`config.mk`:
```
export PLATFORM = sky130hd
export DESIGN_NAME = fp16div_seq
export DESIGN_NICKNAME = d
export VERILOG_FILES = /design/src/rtl/fp16div_seq.sv
export SDC_FILE = /design/constraint.sdc
export NUM_CORES = 1
export LEC_CHECK = 0
export CELL_PAD_IN_SITES_DETAIL_PLACEMENT = 0
export CELL_PAD_IN_SITES_GLOBAL_PLACEMENT = 1
export CORE_ASPECT_RATIO = 1.1
export CORE_UTILIZATION = 40
export DETAILED_ROUTE_END_ITERATION = 6
export GPL_TIMING_DRIVEN = 0
export PLACE_DENSITY_LB_ADDON = 0.08
export SLEW_MARGIN = 15
export SYNTH_ARGS = -nofsm -noshare
export SYNTH_HDL_FRONTEND = slang
export SYNTH_SLANG_ARGS = --single-unit
```
`constraint.sdc`:
```
create_clock -name clk -period 5.5 [get_ports clk]
set_clock_uncertainty 0.05 [all_clocks]
set_input_delay 0.825 -clock clk [delete_from_list [all_inputs] [get_ports clk]]
set_output_delay 0.825 -clock clk [all_outputs]
set_load 0.05 [all_outputs]
```
`src/rtl/fp16div_seq.sv`:
```
// Iterative binary16 divider (o_res = i_a / i_b), restoring division, fixed 14-cycle latency.
// Define FP16DIV_STATUS_EN to add the registered o_flags status port.
module fp16div_seq (
  input  logic        clk,
  input  logic        rst,
  input  logic        i_valid,
  input  logic [15:0] i_a,
  input  logic [15:0] i_b,
  output logic        o_ready,
  output logic        o_valid,
`ifdef FP16DIV_STATUS_EN
  output logic [4:0]  o_flags,
`endif
  output logic [15:0] o_res
);

  // Handshake: an operand pair transfers on a rising edge where i_valid && o_ready;
  // o_ready depends on state only, and o_valid is a one-cycle strobe in DONE.
  typedef enum logic [1:0] {S_IDLE, S_DIV, S_RND, S_DONE} state_t;
  typedef enum logic [1:0] {C_NORM, C_NAN, C_INF, C_ZERO} cls_t;

  state_t      state_q, state_d;
  cls_t        cls_q, cls_d;
  logic [3:0]  cnt_q, cnt_d;
  logic        sign_q, sign_d;
  logic [6:0]  exp_q, exp_d;
  logic [10:0] mb_q, mb_d;
  logic [11:0] rem_q, rem_d;
  logic [12:0] quo_q, quo_d;
  logic [15:0] res_q, res_d;

  // Operand classification (exponent 0 is treated as signed zero)
  logic [4:0] a_exp, b_exp;
  logic       a_nan, a_inf, a_zero, b_nan, b_inf, b_zero;
  cls_t       in_cls;

  assign a_exp  = i_a[14:10];
  assign b_exp  = i_b[14:10];
  assign a_nan  = (&a_exp) && (|i_a[9:0]);
  assign a_inf  = (&a_exp) && !(|i_a[9:0]);
  assign a_zero = (a_exp == 5'd0);
  assign b_nan  = (&b_exp) && (|i_b[9:0]);
  assign b_inf  = (&b_exp) && !(|i_b[9:0]);
  assign b_zero = (b_exp == 5'd0);

  always_comb begin
    in_cls = C_NORM;
    if (a_nan || b_nan || (a_zero && b_zero) || (a_inf && b_inf)) in_cls = C_NAN;
    else if (a_inf || b_zero)                                     in_cls = C_INF;
    else if (a_zero || b_inf)                                     in_cls = C_ZERO;
  end

  logic accept;
  assign o_ready = (state_q == S_IDLE) || (state_q == S_DONE);
  assign o_valid = (state_q == S_DONE);
  assign accept  = i_valid && o_ready;

  // One restoring step: subtract the divisor when it fits, then shift
  logic        step_ge;
  logic [11:0] step_r;
  assign step_ge = (rem_q >= {1'b0, mb_q});
  assign step_r  = step_ge ? (rem_q - {1'b0, mb_q}) : rem_q;

  // Normalise, round to nearest even, pack
  logic [10:0]       mant;
  logic              guard, sticky, round_inc;
  logic [11:0]       mant_sum;
  logic signed [7:0] e_pre, e_fin;
  logic [9:0]        frac;
  logic              ovf, unf;
  logic [15:0]       packed_res;

  always_comb begin
    if (quo_q[12]) begin
      mant   = quo_q[12:2];
      guard  = quo_q[1];
      sticky = quo_q[0] | (|rem_q);
      e_pre  = $signed({exp_q[6], exp_q});
    end else begin
      mant   = quo_q[11:1];
      guard  = quo_q[0];
      sticky = |rem_q;
      e_pre  = $signed({exp_q[6], exp_q}) - 8'sd1;
    end
    round_inc = guard & (sticky | mant[0]);
    mant_sum  = {1'b0, mant} + {11'd0, round_inc};
    e_fin     = e_pre + $signed({7'd0, mant_sum[11]});
    frac      = mant_sum[11] ? mant_sum[10:1] : mant_sum[9:0];
    ovf       = (e_fin >= 8'sd31);
    unf       = (e_fin <= 8'sd0);
    case (cls_q)
      C_NAN:   packed_res = {sign_q, 5'h1F, 10'h200};
      C_INF:   packed_res = {sign_q, 5'h1F, 10'h000};
      C_ZERO:  packed_res = {sign_q, 15'h0};
      default: begin
        if (ovf)      packed_res = {sign_q, 5'h1F, 10'h000};
        else if (unf) packed_res = {sign_q, 15'h0};
        else          packed_res = {sign_q, e_fin[4:0], frac};
      end
    endcase
  end

  always_comb begin
    state_d = state_q;
    cls_d   = cls_q;
    cnt_d   = cnt_q;
    sign_d  = sign_q;
    exp_d   = exp_q;
    mb_d    = mb_q;
    rem_d   = rem_q;
    quo_d   = quo_q;
    res_d   = res_q;
    case (state_q)
      S_DIV: begin
        quo_d = {quo_q[11:0], step_ge};
        rem_d = step_r << 1;
        cnt_d = cnt_q + 4'd1;
        if (cnt_q == 4'd12) state_d = S_RND;
      end
      S_RND: begin
        res_d   = packed_res;
        state_d = S_DONE;
      end
      S_DONE:  state_d = S_IDLE;
      default: state_d = S_IDLE;
    endcase
    // A new pair is loaded from IDLE or DONE; this overrides the DONE->IDLE step
    if (accept) begin
      state_d = S_DIV;
      cls_d   = in_cls;
      cnt_d   = 4'd0;
      sign_d  = i_a[15] ^ i_b[15];
      exp_d   = {2'b00, a_exp} - {2'b00, b_exp} + 7'd15;
      mb_d    = {1'b1, i_b[9:0]};
      rem_d   = {2'b01, i_a[9:0]};
      quo_d   = 13'd0;
    end
  end

  always_ff @(posedge clk or posedge rst) begin
    if (rst) begin
      state_q <= S_IDLE;
      cls_q   <= C_NORM;
      cnt_q   <= 4'd0;
      sign_q  <= 1'b0;
      exp_q   <= 7'd0;
      mb_q    <= 11'd0;
      rem_q   <= 12'd0;
      quo_q   <= 13'd0;
      res_q   <= 16'd0;
    end else begin
      state_q <= state_d;
      cls_q   <= cls_d;
      cnt_q   <= cnt_d;
      sign_q  <= sign_d;
      exp_q   <= exp_d;
      mb_q    <= mb_d;
      rem_q   <= rem_d;
      quo_q   <= quo_d;
      res_q   <= res_d;
    end
  end

  assign o_res = res_q;

`ifdef FP16DIV_STATUS_EN
  // Flags: {invalid, divzero, overflow, underflow, inexact}
  logic       dz_q, dz_d;
  logic [4:0] flags_q, flags_d;

  always_comb begin
    dz_d    = dz_q;
    flags_d = flags_q;
    if (state_q == S_RND) begin
      flags_d[4] = (cls_q == C_NAN);
      flags_d[3] = dz_q;
      flags_d[2] = (cls_q == C_NORM) && ovf;
      flags_d[1] = (cls_q == C_NORM) && !ovf && unf;
      flags_d[0] = (cls_q == C_NORM) && (guard || sticky || ovf || unf);
    end
    if (accept) dz_d = !a_nan && !a_inf && !a_zero && b_zero;
  end

  always_ff @(posedge clk or posedge rst) begin
    if (rst) begin
      dz_q    <= 1'b0;
      flags_q <= 5'd0;
    end else begin
      dz_q    <= dz_d;
      flags_q <= flags_d;
    end
  end

  assign o_flags = flags_q;
`endif

endmodule

```
After elaboration in Yosys (flattened, before gate mapping)
Cells that the tools add are included.
W data, S select, Z words.

operators by class
  add/subtract/negate cells = 7
  order comparisons = 3
  eq/ne operators = 8
  muxes and demuxes = 21
  bitwise gates (word level) = 4
  reduce and logical (&&, ||, !) cells = 24

operator list
  operator               number
  $pmux W15 S3           1
  $mux W15               2
  $mux W13               2
  $mux W12               2
  $mux W11               2
  $reduce_or A10 Y1      2
  $add A11 B1 Y12        1
  $ge A12 B11 Y1         1
  $reduce_or A12 Y1      1
  $sub A11 B11 Y11       1
  $logic_not A5 Y1       2
  $mux W10               1
  $mux W2                5
  $reduce_and A5 Y1      2
  $add A8 B2 Y8          1
  $eq A2 B2 Y1 const B   4
  $ge A8 B6 Y1 const B   1
  $le A8 B1 Y1 const B   1
  $mux W4                2
  $mux W8                1
  $sub A7 B2 Y8 const B  1
  $add A6 B5 Y7 const B  1
  $logic_and A1 B1 Y1    7
  $logic_or A1 B1 Y1     6
  other kinds (13)       17

word-level totals
  register bits = 68
  output and inout port bits = 18
  logic and storage cells = 76

Depth between registers and ports, before layout
Gate-level depths: netlist (run 1).

  depth after elaboration = 11
  mapped depth = 16
  mapped depth without buffers = 14

Worst setup path before layout (run 1)
Ideal clock, no wire load.

  path kind = register to register
  start = register quo_q[12]
  end = register res_q[4] (netlist: o_res[4])
  setup time = 0.080 ns
  arrival = 3.894 ns
  data required time = 5.370 ns
  slack = 1.476 ns
  cell stages (with the launch flop) = 17
  clock period less this slack = 4.024 ns
  path through = dfrtp_1 > buf_6 > nand2b_1 > a2111oi_0 > nand4_1 > or3_1 > inv_1 > ha_1 > ha_1 > nand2_1 > o21ai_0 > xnor3_1 > a22oi_1 > or4_1 > buf_2 > nand2b_4 > o22ai_2

between the ends
  cells in the longest elaborated chain, start to end = 9
  elaborated cells between the ends (all ways) = 14
  those cells by class = 2 x add/sub; 2 x order compare; 8 x mux; 2 x bitwise

RTL lines
  element                                     line  RTL
  start, declared                             29    logic [12:0] quo_q, quo_d;
  start signal, assigned                      159   quo_q <= quo_d;
  $mux W1 / $mux W11 (equally long branches)  74    if (quo_q[12]) begin
  $or A1 B1 Y1                                85    round_inc = guard & (sticky | mant[0]);
  $and A1 B1 Y1                               85
  $add A11 B1 Y12                             86    mant_sum = {1'b0, mant} + {11'd0, round_inc};
  $add A8 B2 Y8                               87    e_fin = e_pre + $signed({7'd0, mant_sum[11]});
  $le A8 B1 Y1                                90    unf = (e_fin <= 8'sd0);
  $mux W15                                    97    else if (unf) packed_res = {sign_q, 15'h0};
  $mux W15 (*)                                96    if (ovf) packed_res = {sign_q, 5'h1F, 10'h000};
  $pmux W15 S3 (*)                            91    case (cls_q)
  end signal, assigned                        160   res_q <= res_d;
  end, declared                               30    logic [15:0] res_q, res_d;

Every way passes the cells marked *; elsewhere a longest branch is shown, timed or not.
A chain may end at the register's enable or synchronous reset.

Worst setup path in the final report (run 1)
  start = register quo_q[12]
  end = register res_q[6] (netlist: o_res[6])

The elaborated chain is that of the path after synthesis.

==> flow_metrics.py, run 1 <==
metrics = {
    "cts": {
        "cts_root_buf": "clkbuf_16",
        "cts_hold_buf": 0,
        "clk_path_buf_depth": 2,
        "clock_latency_ps": 330,
        "ctsResizeCount": 0,
        "post_cts_buffers": 0,
        "cts_tree": "built",
        "cts_sinks": 68,
        "clkSlewWorstSetupHoldPaths_ps": 60,
        "cts_htree_levels": 3,
        "numCtsBuffers": 9,
    },
    "sta": {
        "period_needed_ps": 4980,
        "min_period_over_period_pct": 90.5,
        "maxSlewViolCount": 0,
        "tns_ps": 0,
        "whs_ps": 400,
        "setup_violations": 0,
        "worst_slack_ps": 523,
        "maxSlewHeadroom_pct": 29.4,
        "rsz0062_at_grt": "no",
        "clock.fmax_mhz": 201,
        "tightest_slew_ps": 1050,
        "finalHoldViolations": 0,
    },
    "layout": {
        "diodes": 0,
        "final_cells": 788,
        "final_util_pct": 50.7,
        "area_delta_synth_final_pct": 21.4,
        "final_net_count": 699,
        "layout-drive-gt1-share_pct": 5.49,
    },
    "critical_path": {
        "path_cells": "buf_6 -> nand2b_1 -> a2111oi_0 -> nand4_1 -> or3_1 -> inv_1 -> ha_1 -> ha_1 -> nand2_1 -> o21ai_0 -> xnor3_1 -> a22oi_1 -> or4_1 -> buf_2 -> nand2b_4 -> o22ai_2",
        "cp-end-kind": "flop",
        "critPathMaxFanout": 10,
        "slowest_stage": "a2111oi_0",
        "crit_path_start_kind": "flop",
        "r2r_slack_ps": 520,
        "critPathArrivalTime_ps": 5180,
        "worst_path_largest_cell_delay_ps": 570,
        "required_ps": 5710,
        "path_class": "reg2reg",
        "cp_common_cell": "ha_1",
    },
    "grt": {
        "grt_pass1_vias": 4168,
        "antenna_found_initial": 0,
        "grt_max_degree": 49,
        "grt_pass1_wl_mm": 20.8,
        "grt_overflow": 0,
        "grt_use_total_pct": 20.9,
    },
    "logic_synthesis": {
        "yosysWarnings": 0,
        "ys_top_cells_by_count": "dfrtp_1, nor2_1, nand2_1",
        "synth-compound-area-share_pct": 18.0,
        "synth_cell_type_count": 57,
        "synthTopCellsByArea": "dfrtp_1, ha_1, mux2i_1, o21ai_0, nor2_1",
        "synth_edf_count": 0,
        "ys_seq_area_share_pct": 35.0,
        "synth_area_mm2": 0.00486,
        "muxShareOfSynthArea_pct": 6.08,
        "synth_top_family_by_area": "simple AND/OR/NAND/NOR gates",
        "ys.flop_type": "dfrtp_1",
        "yosys.area_share.simple_pct": 20.5,
        "avgSynthCellArea_um2": 8.54,
        "synth_most_common_cell": "dfrtp_1",
        "synthXorXnorAreaFrac_pct": 5.61,
        "yosys_register_bits": 68,
        "yosysTopAreaCell": "dfrtp_1",
        "syn-num-nets": 635,
        "synth_fa_ha_area_share_pct": 8.29,
        "ys_async_sr_fraction_pct": 100,
        "syn_inst": 569,
        "yosysTopAreaCellShare_pct": 35.0,
    },
    "pwr": {
        "intPower_w": 0.00185,
        "switching_power_w": 0.00155,
        "pwr-share-seq_pct": 23.9,
        "clkPwrFrac_pct": 17.5,
        "comb_power_share_pct": 58.6,
        "vdd_ir_drop_max_v": 0.000333,
        "leakagePower_nw": 2.44,
        "p_per_area_mw_per_mm2": 576,
        "p_sw_share_pct": 45.6,
    },
    "worst_hold_path": {
        "hold_class": "reg2reg",
    },
    "die": {
        "pin_count": 53,
        "dieArea_mm2": 0.0126,
        "die_w_um": 107,
        "initial_core_util_pct": 41.7,
        "core_mm2": 0.0116,
        "die_h_um": 118,
        "rows": 41,
    },
    "route": {
        "vias_per_cell": 5.37,
        "vias": 4235,
        "dr.first_iter.drc_count": 176,
        "route.detailed.wl_per_inst_um": 15.5,
        "drt_pass1_iterations": 4,
        "postRouteAntennaNets": 0,
        "drc": 0,
        "wirelength_mm": 12.2,
    },
    "outcome": {
        "status": "finished, final reports clean",
    },
    "place": {
        "dp_cells": 772,
        "place_congestion": 0.839,
        "place_hpwl_mm": 9.40,
        "dp_slack_ps": 686,
        "numPortBuffers": 52,
    },
    "run": {
        "drv_cap": 0,
    },
}
[area by class of cell]
cell class | count | area, µm²
Clock inverter | 4 | 47.5
Sequential cell | 68 | 1700
Clock buffer | 12 | 256
Buffer | 29 | 126
Multi-Input combinational cell | 422 | 2840
Tap cell | 150 | 188
Fill cell | 1114 | 5740
Inverter | 50 | 190
Timing Repair Buffer | 53 | 548
[per-stage QoR]
stage               area [µm²]  total power, W
floorplan                 4860         0.00230
CTS                       5900         0.00342
global route              5900         0.00371
global placement          5570         0.00278
detailed placement        5600         0.00281
finish                    5900         0.00340
[critical path, delay by kind of cell, from the launching register on]
kind | cells | cell delay, ps
buffers and inverters | 3 | 530
XOR/XNOR | 1 | 290
AND/OR/NAND/NOR | 6 | 1820
flip-flops | 1 | 460
AO/OA/AOI/OAI | 4 | 1300
adder cells (fa/ha/maj) | 2 | 450
[cell families (layout without fill, tap and decap cells)]
group,after synthesis,after routing
AO/OA/AOI/OAI,138,138
XOR/XNOR,28,28
adder cells (fa/ha/maj),31,31
buffers and inverters,79,148
flip-flops,68,68
multiplexers,29,29
AND/OR/NAND/NOR,196,196
[flip-flops by register name, summed over array words and instances (netlist names)]
register  cells
cnt_q         4
mb_q         11
cls_q         2
quo_q        13
o_res        16
rem_q        12
sign_q        1
state_q       2
exp_q         7
[per-layer routing]
metal  part of all wire [%]  GRT usage (%)
met1                     46           26.7
met2                     50           35.9
met3                    3.2           3.60
met5                      0              0
met4                    1.4           5.99
[power groups by stage]
stage          logic [W]  registers (W)  clock network, W
2_1_floorplan    0.00141       0.000892                 0
3_3_place_gp     0.00196       0.000818                 0
3_5_place_dp     0.00199       0.000824                 0
4_1_cts          0.00200       0.000816          0.000605
5_1_grt          0.00223       0.000843          0.000628
6_report         0.00199       0.000814          0.000594
[final timing paths]
path | from | endpoint | cells after the start
min in group asynchronous | rst | o_res[7] | 2
max reg2reg | quo_q[12] | o_res[6] | 16
min | mb_q[10] | mb_q[10] | 2
min reg2reg | mb_q[10] | mb_q[10] | 2
max | quo_q[12] | o_res[6] | 16
max in group asynchronous | rst | mb_q[2] | 3
[cell usage in the layout, fill, tap and decap left out, drive strengths merged, types with 5 or more instances in the layout]
master / instances
ha: 29
clkbuf: 31
mux2i: 25
nor4: 12
buf: 11
inv: 50
nor2: 55
o22ai: 13
o31ai: 5
o21ai: 49
nand4: 7
nor4b: 5
or3: 5
dfrtp: 68
clkdlybuf4s50: 52
xor2: 10
nand2: 53
nor3b: 8
nand3: 16
o22a: 6
nor2b: 9
xnor2: 16
a21oi: 30
nand2b: 5
nor3: 10
(Power assumes the default switching activity.)
==> run 2, diff against run 1 <==
CELL_PAD_IN_SITES_DETAIL_PLACEMENT = 2   (was 0)
CELL_PAD_IN_SITES_GLOBAL_PLACEMENT = 2   (was 1)
CORE_UTILIZATION = 31   (was 40)
clock period = 4.5 ns   (was 5.5 ns; I/O delays follow)
==> flow_metrics.py, run 2 (synthesized netlist as in run 1, its figures left out) <==
metrics = {
    "sta": {
        "finalHoldViolations": 0,
        "maxSlewHeadroom_pct": 33.7,
        "maxSlewViolCount": 0,
        "clock.fmax_mhz": 233,
        "period_needed_ps": 4290,
        "setup_violations": 0,
        "tightest_slew_ps": 982,
        "worst_slack_ps": 211,
        "whs_ps": 420,
        "min_period_over_period_pct": 95.3,
        "tns_ps": 0,
    },
    "layout": {
        "final_common_cell": "dfrtp_1",
        "final_net_count": 702,
        "fillers": 1754,
        "final_cells": 836,
        "final_util_pct": 39.7,
        "layout-drive-gt1-share_pct": 7.03,
        "largest_reg_flops": 16,
        "layout_common_cells": "dfrtp_1, nor2_1, nand2_1",
        "diodes": 0,
        "area_delta_synth_final_pct": 24.1,
    },
    "route": {
        "wirelength_mm": 15.5,
        "vias_per_cell": 5.28,
        "drt_pass1_iterations": 4,
        "drc": 0,
        "dr.first_iter.drc_count": 98,
        "vias": 4410,
        "route.detailed.wl_per_inst_um": 18.5,
        "postRouteAntennaNets": 0,
    },
    "grt": {
        "antenna_found_initial": 0,
        "grt_use_total_pct": 20.5,
        "grt_max_degree": 51,
        "grt_pass1_vias": 4900,
        "grt_pass1_wl_mm": 25.7,
        "grt_overflow": 0,
    },
    "cts": {
        "cts_hold_buf": 0,
        "cts_sinks": 68,
        "clk_path_buf_depth": 2,
        "numCtsBuffers": 9,
        "clock_latency_ps": 350,
        "clkSlewWorstSetupHoldPaths_ps": 60,
        "cts_tree": "built",
        "cts_root_buf": "clkbuf_16",
        "cts_htree_levels": 3,
    },
    "run": {
        "drv_cap": 0,
    },
    "critical_path": {
        "worstRegToRegCells": 16,
        "critPathArrivalTime_ps": 4500,
        "path_class": "reg2reg",
        "crit_path_start_kind": "flop",
        "required_ps": 4720,
        "cp-end-kind": "flop",
        "critPathMaxFanout": 10,
    },
    "place": {
        "place_hpwl_mm": 11.9,
        "place_congestion": 0.786,
        "dp_cells": 818,
        "dp_slack_ps": -447,
        "numPortBuffers": 52,
    },
    "die": {
        "pin_count": 53,
        "die_w_um": 121,
        "dieArea_mm2": 0.0162,
        "initial_core_util_pct": 32.0,
        "rows": 47,
        "die_h_um": 133,
        "core_mm2": 0.0152,
    },
    "pwr": {
        "vdd_ir_drop_max_v": 0.000398,
        "leakagePower_nw": 2.46,
        "p_per_area_mw_per_mm2": 715,
    },
    "outcome": {
        "status": "finished, final reports clean",
    },
    "worst_hold_path": {
        "hold_class": "reg2reg",
        "whs_path_depth": 2,
    },
}
[run 2: layer usage]
metal / vias up / wire (µm) / global-route usage [%]
met3: 21 / 288 / 2.40
li1: 2136 / - / -
met2: 66 / 8010 / 36.8
met5: - / 0 / 0
met1: 2187 / 6860 / 24.8
met4: 0 / 301 / 7.27
[run 2: final timing paths]
kind	slack (ps)	start	to
max	210	quo_q[12]	o_res[6]
min	420	mb_q[10]	mb_q[10]
max reg2reg	210	quo_q[12]	o_res[6]
min in group asynchronous	580	rst	o_res[7]
min reg2reg	420	mb_q[10]	mb_q[10]
max in group asynchronous	3270	rst	quo_q[12]
[run 2: layout make-up]
type,instances,area (µm²),share of cell area (%)
clock buffers,14,274,4.54
flip-flops and latches,68,1700,28.2
inverters,50,190,3.15
well taps,196,245,4.07
multi-input cells,422,2880,47.8
plain buffers,27,119,1.97
repair buffers,58,586,9.71
clock inverters,1,30.0,0.498
[run 2: power by group]
group,total [W],internal [W],leakage (nW),switching (W)
combinational,0.00254,0.000989,1.45,0.00156
clock,0.000749,0.000472,0.149,0.000277
sequential,0.00102,0.000826,0.864,0.000191
total,0.00431,0.00229,2.46,0.00202
[run 2: repair_timing]
item                                    4_1_cts  5_1_grt
resized for setup                             4        5
buffers inserted                              0        5
endpoints found under the setup margin       11       10
pin swaps                                     0        4
[run 2: metrics by stage]
stage / total power [W] / instance area (µm²)
6_report: 0.00431 / 6030
2_1_floorplan: 0.00281 / 4860
4_1_cts: 0.00435 / 5970
5_1_grt: 0.00466 / 6030
3_5_place_dp: 0.00357 / 5660
3_3_place_gp: 0.00345 / 5630
[run 2: critical path, stage by stage (launching register included)]
cell and delay (ps):
dfrtp_2 460, buf_6 170, nand2b_2 230, a2111oi_4 420, nand4_1 230, or3_4 420, inv_1 110, ha_1 210
ha_2 220, nand2_1 90, o21ai_2 210, xnor3_1 240, a22oi_1 140, or4_1 530, buf_2 180, nand2b_4 180
o22ai_2 120
==> run 3, diff against run 2 <==
CORE_ASPECT_RATIO = not set   (was 1.1)
==> flow_metrics.py, run 3 (synthesized netlist as in run 1, its figures left out) <==
metrics = {
    "place": {
        "dp_cells": 833,
        "numPortBuffers": 52,
        "place_hpwl_mm": 11.9,
        "place_congestion": 0.823,
        "dp_slack_ps": -418,
    },
    "die": {
        "pin_count": 53,
        "rows": 45,
        "die_w_um": 127,
        "die_h_um": 127,
        "core_mm2": 0.0153,
        "initial_core_util_pct": 31.8,
        "dieArea_mm2": 0.0162,
    },
    "pwr": {
        "clkPwrFrac_pct": 18.5,
        "p_sw_share_pct": 46.4,
        "intPower_w": 0.00235,
        "pwr-share-seq_pct": 23.2,
        "vdd_ir_drop_max_v": 0.000306,
        "leakagePower_nw": 2.46,
        "comb_power_share_pct": 58.4,
        "p_per_area_mw_per_mm2": 725,
        "switching_power_w": 0.00203,
    },
    "route": {
        "drc": 0,
        "vias": 4408,
        "vias_per_cell": 5.20,
        "route.detailed.wl_per_inst_um": 18.2,
        "postRouteAntennaNets": 0,
        "wirelength_mm": 15.5,
        "drt_pass1_iterations": 4,
        "dr.first_iter.drc_count": 127,
    },
    "grt": {
        "grt_use_total_pct": 20.7,
        "grt_pass1_vias": 4950,
        "grt_pass1_wl_mm": 26.0,
        "grt_overflow": 0,
        "grt_max_degree": 46,
        "antenna_found_initial": 0,
    },
    "sta": {
        "period_needed_ps": 4240,
        "setup_violations": 0,
        "clock.fmax_mhz": 236,
        "whs_ps": 404,
        "maxSlewViolCount": 0,
        "finalHoldViolations": 0,
        "worst_slack_ps": 264,
        "tightest_slew_ps": 1050,
        "tns_ps": 0,
        "min_period_over_period_pct": 94.1,
        "maxSlewHeadroom_pct": 29.0,
    },
    "cts": {
        "cts_tree": "built",
        "numCtsBuffers": 9,
        "cts_htree_levels": 3,
        "clk_path_buf_depth": 2,
        "cts_sinks": 68,
        "clock_latency_ps": 340,
        "clkSlewWorstSetupHoldPaths_ps": 60,
        "cts_hold_buf": 0,
        "cts_root_buf": "clkbuf_16",
    },
    "layout": {
        "seq_area_mm2": 0.00170,
        "final_common_cell": "dfrtp_1",
        "final_cells": 848,
        "area_delta_synth_final_pct": 24.4,
        "fillers": 1727,
        "final_net_count": 698,
        "diodes": 0,
        "layout-drive-gt1-share_pct": 6.28,
        "largest_reg_flops": 16,
        "multiInputGateArea_mm2": 0.00287,
        "layout_common_cells": "dfrtp_1, nor2_1, nand2_1",
    },
    "outcome": {
        "status": "finished, final reports clean",
    },
    "worst_hold_path": {
        "hold_class": "reg2reg",
    },
    "critical_path": {
        "cp-end-kind": "flop",
        "critPathArrivalTime_ps": 4450,
        "path_class": "reg2reg",
        "required_ps": 4710,
        "crit_path_start_kind": "flop",
        "critPathMaxFanout": 10,
    },
    "run": {
        "drv_cap": 0,
    },
}
-- run 3: stage by stage --
step           cell area, µm²  total power, W  utilization [%]
2_1_floorplan            4860         0.00281                -
3_3_place_gp             5640         0.00346             37.0
3_5_place_dp             5670         0.00359             37.2
4_1_cts                  6020         0.00443             39.5
5_1_grt                  6040         0.00474             39.6
6_report                 6040         0.00438             39.6
-- run 3: path summary, 6_finish.rpt --
check | startpoint | endpoint | slack [ps] | depth (start not counted)
min in group asynchronous | rst | o_res[8] | 610 | 2
hold / removal | mb_q[10] | mb_q[10] | 400 | 2
max in group asynchronous | rst | rem_q[5] | 3240 | 3
setup / recovery | quo_q[12] | o_res[6] | 260 | 16
setup reg to reg | quo_q[12] | o_res[6] | 260 | 16
hold reg to reg | mb_q[10] | mb_q[10] | 400 | 2
-- run 3: metal layers --
metal,vias to the layer above,GRT usage (%),wire length [µm]
met5,-,0,0
met1,2203,25.0,7090
met2,53,38.2,7880
met3,14,3.43,314
met4,0,5.18,186
li1,2138,-,-
-- run 3: power groups by stage --
stage / sequential (W) / clock (W) / combinational (W)
after detailed placement: 0.00102 / 0 / 0.00257
after global placement: 0.00101 / 0 / 0.00246
final: 0.00101 / 0.000809 / 0.00256
after global routing: 0.00105 / 0.000855 / 0.00284
after floorplan: 0.00109 / 0 / 0.00172
after CTS: 0.00101 / 0.000831 / 0.00259
-- run 3: area by class of cell --
class,count,share of cell area (%)
Buffer,26,1.90
Sequential cell,68,28.2
Tap cell,211,4.37
Clock buffer,13,4.47
Clock inverter,3,1.12
Inverter,50,3.15
Timing Repair Buffer,55,9.32
Multi-Input combinational cell,422,47.5
-- run 3: worst max-delay path: stages (launching register included) --
cell and delay, ps:
dfrtp_1 460, buf_6 190, nand2b_1 230, a2111oi_4 350
nand4_1 160, or3_4 460, inv_1 120, ha_1 220
ha_1 230, nand2_1 80, o21ai_2 200, xnor3_1 230
a22oi_1 140, or4_1 530, buf_2 180, nand2b_4 180
o22ai_2 130
-- run 3: timing repair --
action,4_1_cts,5_1_grt
setup endpoints to repair,11,10
cloned,0,0
pin swaps,1,0
buffers inserted,1,1
resized for setup,3,3
